### src/rtl/grid_io_bank.sv
// grid_io_bank: multi-channel GPIO perimeter tile. A single configuration
// chain segment holds four bits per pad channel (OE, IE, INV, REG). A bit
// counter reports a complete load and flags an over-long bitstream. While the
// chain is shifting, pad enables and fabric inputs are held safe.
module grid_io_bank #(
  parameter int NUM_IO = 4
) (
  input  logic              prog_clk,
  input  logic              pReset,
  input  logic              ccff_en,
  input  logic              ccff_head,
  output logic              ccff_tail,
  output logic              ccff_done,
  output logic              ccff_err,
  input  logic [NUM_IO-1:0] io_outpad,
  output logic [NUM_IO-1:0] io_inpad,
  output logic [NUM_IO-1:0] gfpga_pad_GPIO_A,
  output logic [NUM_IO-1:0] gfpga_pad_GPIO_OE,
  output logic [NUM_IO-1:0] gfpga_pad_GPIO_IE,
  input  logic [NUM_IO-1:0] gfpga_pad_GPIO_Y
);

  localparam int TOTAL = NUM_IO * 4;
  localparam int CW = $clog2(TOTAL + 1);
  localparam logic [CW-1:0] FULL = CW'(TOTAL);

  // cfg[0] is the head end of the chain; cfg[TOTAL-1] feeds ccff_tail.
  logic [TOTAL-1:0]  cfg;
  logic [NUM_IO-1:0] y_p1;
  logic [CW-1:0]     cnt;
  logic              err;
  logic              en;

  // Configuration shift register; reset discards any partial bitstream.
  always_ff @(posedge prog_clk) begin
    if (pReset) begin
      cfg <= '0;
    end else if (ccff_en) begin
      cfg <= {cfg[TOTAL-2:0], ccff_head};
    end
  end

  // Pad receive data captured every cycle for the registered input option.
  always_ff @(posedge prog_clk) begin
    if (pReset) begin
      y_p1 <= '0;
    end else begin
      y_p1 <= gfpga_pad_GPIO_Y;
    end
  end

  // Saturating bit counter and sticky over-length flag; the shift itself is never blocked.
  always_ff @(posedge prog_clk) begin
    if (pReset) begin
      cnt <= '0;
      err <= 1'b0;
    end else if (ccff_en) begin
      if (cnt < FULL) begin
        cnt <= cnt + CW'(1);
      end else begin
        err <= 1'b1;
      end
    end
  end

  assign ccff_tail = cfg[TOTAL-1];
  assign ccff_done = (cnt == FULL);
  assign ccff_err  = err;

  // Outputs only become live once shifting stops; no extra cycle is added.
  assign en = ~ccff_en;

  genvar k;
  generate
    for (k = 0; k < NUM_IO; k++) begin : g_ch
      logic oe_c, ie_c, inv_c, reg_c;
      assign oe_c  = cfg[4*k+0];
      assign ie_c  = cfg[4*k+1];
      assign inv_c = cfg[4*k+2];
      assign reg_c = cfg[4*k+3];

      assign gfpga_pad_GPIO_OE[k] = oe_c & en;
      assign gfpga_pad_GPIO_IE[k] = ie_c & en;
      // Drive data is not gated by ccff_en: OE already keeps the pad off.
      assign gfpga_pad_GPIO_A[k]  = oe_c ? (io_outpad[k] ^ inv_c) : 1'b0;
      assign io_inpad[k]          = (ie_c & en) ?
                                    (reg_c ? y_p1[k] : gfpga_pad_GPIO_Y[k]) : 1'b0;
    end
  endgenerate

endmodule

### config.mk
export PLATFORM = sky130hd
export DESIGN_NAME = grid_io_bank
export DESIGN_NICKNAME = d
export VERILOG_FILES = /design/src/rtl/grid_io_bank.sv
export SDC_FILE = /design/constraint.sdc
export NUM_CORES = 1
export LEC_CHECK = 0
export ABC_AREA = 1
export CAP_MARGIN = 15
export CORE_ASPECT_RATIO = 1.5
export CORE_MARGIN = 2
export CORE_UTILIZATION = 35
export CTS_BUF_LIST = sky130_fd_sc_hd__clkbuf_8
export DETAILED_ROUTE_END_ITERATION = 10
export PLACE_DENSITY_LB_ADDON = 0.05
export SLEW_MARGIN = 20
export SYNTH_ARGS = -nofsm -noshare
export SYNTH_HDL_FRONTEND = slang
export SYNTH_SLANG_ARGS = --single-unit
### constraint.sdc
create_clock -name prog_clk -period 0.99 [get_ports prog_clk]
set_input_delay 0.297 -clock prog_clk [delete_from_list [all_inputs] [get_ports prog_clk]]
set_output_delay 0.297 -clock prog_clk [all_outputs]
set_load 0.005 [all_outputs]
==> flow_summary_export.csv <==
group,metric,value,unit
final_layout,syn_to_layout_area_delta,94.9,%
power_and_ir_drop,vdd.ir_drop.worst,0.745,mV
die,number_of_placed_i_o_pins,31,
cts,clock_latency,260,ps
placement,placement.io_buffers,30,
global_route,grt_start_max_net_pins,19,
setup_path,timing.critical_path.to_type,"output pin",
final_layout,n_antenna_cell,0,
sta,rsz_0062_raised_after_global_routing,"yes",
global_route,initial_antenna_violation_count,0,
die,die_x,49.2,µm
die,core_region_area,2910,µm²
setup_path,critical_path_arrival,1090,ps
synthesis,seq_area_frac_synth,0.484,
setup_path,crit_required,690,ps
setup_path,r2r-end,"cnt[3]",
drt,antenna_violating_nets_post_route,0,
final_layout,final_area,2090,µm²
placement,place_congestion,0.712,
power_and_ir_drop,totalPowerFinal,2.26,mW
placement,place_area,1620,µm²
global_route,global_route_wire_length_before_repair,5.18,mm
final_layout,num-fill-cells,250,
die,core.rowCount,24,
sta,drv_slew,0,
status,outcome,"complete, but fails checks",
cts,cts_hold_repair.buffers,0,
synthesis,synth.top_cell.area_share,0.484,
drt,via_count,1273,
setup_path,rr_startpoint,"cnt[2]",
drt,postRouteWirelength,3.41,mm
sta,clock-skew-final,2.46,ps
setup_path,critical_path_class,"register to output pin",
synthesis,yosys-top-cells-area,"dfxtp_1, nor2_1, a21oi_1",
sta,timing.final.ws_setup,-394,ps
drt,wl_per_cell,12.3,µm
final_layout,register_area,541,µm²
global_route,number_of_global_route_vias_before_repair,1281,
synthesis,synth_top_cell_by_area,"dfxtp_1",
synthesis,ys_types,16,
final_layout,layout-drive-gt1-share,0.630,
setup_path,rr_worst_depth,6,
cts,number_of_buffers_between_clock_root_and_the_deepest_sink,2,
die,dieHeight,71.9,µm
drt,drtIter0Drc,10,
final_layout,final_nets,253,
sta,fmax,723,MHz
cts,path_clk_slew,90,ps
synthesis,synth_top_flop_cell,"dfxtp_1",
synthesis,synthesis.area,1070,µm²
cts,ctsHtreeMaxLevel,1,
cts,clock_tree_from_tritoncts,"done",
sta,hold_viol,0,
setup_path,cp-start-kind,"register",
setup_path,worstPathMaxFanout,2,
final_layout,final_util,0.719,
sta,finalCritPeriodShare,1.40,
power_and_ir_drop,power_leakage,1.04,nW
cts,ctsRootBufferMaster,"clkbuf_8",
flow_run,number_of_maximum_capacitance_violations,0,
synthesis,synth-async-reset-ratio,0,
status,violated_checks,"negative setup slack",
sta,timing.slew.headroom,0.817,
synthesis,synth_most_common_cell,"nor2_1",
sta,post-route-min-period,1380,ps
worst_hold_path,worst_hold_path.endpoint,"cfg[0]",
die,die-area,3540,µm²
synthesis,synth_commonest_cells,"nor2_1, dfxtp_1, nand2_1, a21oi_1, inv_1",
worst_hold_path,startpoint_of_the_worst_hold_path,"ccff_en",
drt,drcViolationCount,0,
power_and_ir_drop,power_density,1080,nW/µm²
placement,dpl.hpwl,1.90,mm
global_route,globalRoute.totalOverflow,0,
sta,timing_worst_slew_pin_value,273,ps
worst_hold_path,min_delay_path_depth,3,
synthesis,synth_seq_cells,26,
synthesis,synth_edf_count,0,
cts,cts_made_buffers,3,
cts,cts_sinks,26,
global_route,groute.usage.overall,0.187,
drt,post_drt_via_cell_ratio,4.60,
final_layout,multi_input_comb_area,591,µm²
synthesis,syn-mean-instance-area,7.26,µm²
synthesis,count_of_synthesis_stage_warnings_from_yosys,0,
synthesis,syn-instance-count,148,
die,start_util,0.369,
sta,report.final.setup_viol,19,
drt,drt-pass1-iter-count,4,
setup_path,worst_reg2reg_setup_slack,40,ps
worst_hold_path,hold_path.class,"primary input to register",
synthesis,mappedNetlistNets,162,
registers in the layout, indices dropped and copies added (netlist names):
signal / cells
cfg: 16
ccff_err: 1
y_p1: 4
cnt: 5
stage by stage:
stage / hold slack, ps / setup slack (ps) / setup TNS, ps / cells
global placement: 466 / -1010 / -26120 / 242
global route: 289 / -465 / -5430 / 277
floorplan: 366 / 1.11 / 0 / 148
CTS: 276 / -372 / -4500 / 274
detailed placement: 466 / -1060 / -26710 / 242
finish: 282 / -394 / -4490 / 277
kinds of logic (layout without fill, tap and decap cells):
group | Yosys count | after routing | synth area share
AOI/OAI and AO/OA | 36 | 36 | 0.168
adders and majority gates | 2 | 2 | 0.0233
buffers and inverters | 25 | 115 | 0.0978
DFF | 26 | 26 | 0.484
and+or+nand+nor | 59 | 59 | 0.227
power by group:
part	internal, mW	switching [mW]
sequential	1.10	0.0367
combinational	0.255	0.202
clock	0.355	0.319
final cells by class:
type                       count  area share
timing repair buffer          89       0.364
multi-input combinational     97       0.282
sequential                    26       0.258
inverter                      20      0.0394
clock buffer                   4      0.0263
tap                           39      0.0233
timing repair inverter         2     0.00717
timing repair:
item,4_1_cts,5_1_grt
gates cloned,1,1
pin swaps,16,13
buffers inserted,32,4
endpoints found under the setup margin,40,30
gates resized for setup,153,43
worst max-delay path by stage:
| stage | end | cells past startpoint | slack, ps | startpoint |
|---|---|---|---|---|
| after floorplan | ccff_done | 4 | 1 | cnt[0] |
| after global placement | io_inpad[0] | 5 | -1010 | ccff_en |
| after detailed placement | io_inpad[0] | 5 | -1060 | ccff_en |
| after CTS | ccff_done | 5 | -370 | cnt[0] |
| after global routing | ccff_done | 5 | -460 | cnt[0] |
| final | ccff_done | 5 | -390 | cnt[0] |
critical path: stages, from the launching register on:
cell     delay, ps
dfxtp_2        330
inv_2           70
ha_4           130
nand2_2         50
nor3_2         110
buf_2          140
cells in the final DEF, fill, tap and decap left out, types with 2 or more instances in the layout:
| master | n |
|---|---|
| ha_4 | 2 |
| nand2_4 | 4 |
| clkbuf_8 | 4 |
| o21ai_2 | 4 |
| nand2_1 | 12 |
| buf_2 | 11 |
| buf_4 | 42 |
| o21ai_0 | 8 |
| nor2_1 | 22 |
| nor2_4 | 4 |
| o21ai_1 | 3 |
| inv_4 | 3 |
| dfxtp_1 | 10 |
| nor2_2 | 6 |
| nand3_2 | 2 |
| buf_6 | 26 |
| inv_1 | 5 |
| a21oi_2 | 3 |
| clkinvlp_4 | 2 |
| nand2_2 | 7 |
| a21oi_1 | 18 |
| inv_2 | 12 |
| dfxtp_2 | 16 |
| dlygate4sd2_1 | 7 |
layer usage:
layer / wire [µm] / GRT usage / part of all wire / vias to the layer above
li1: - / - / - / 644
met1: 1250 / 0.179 / 0.36 / 605
met2: 2030 / 0.386 / 0.59 / 18
met3: 81 / 0.0188 / 0.024 / 6
met4: 55 / 0.0794 / 0.016 / 0
met5: 0 / 0 / 0 / -
No activity file was read; power rests on OpenSTA's default activity.
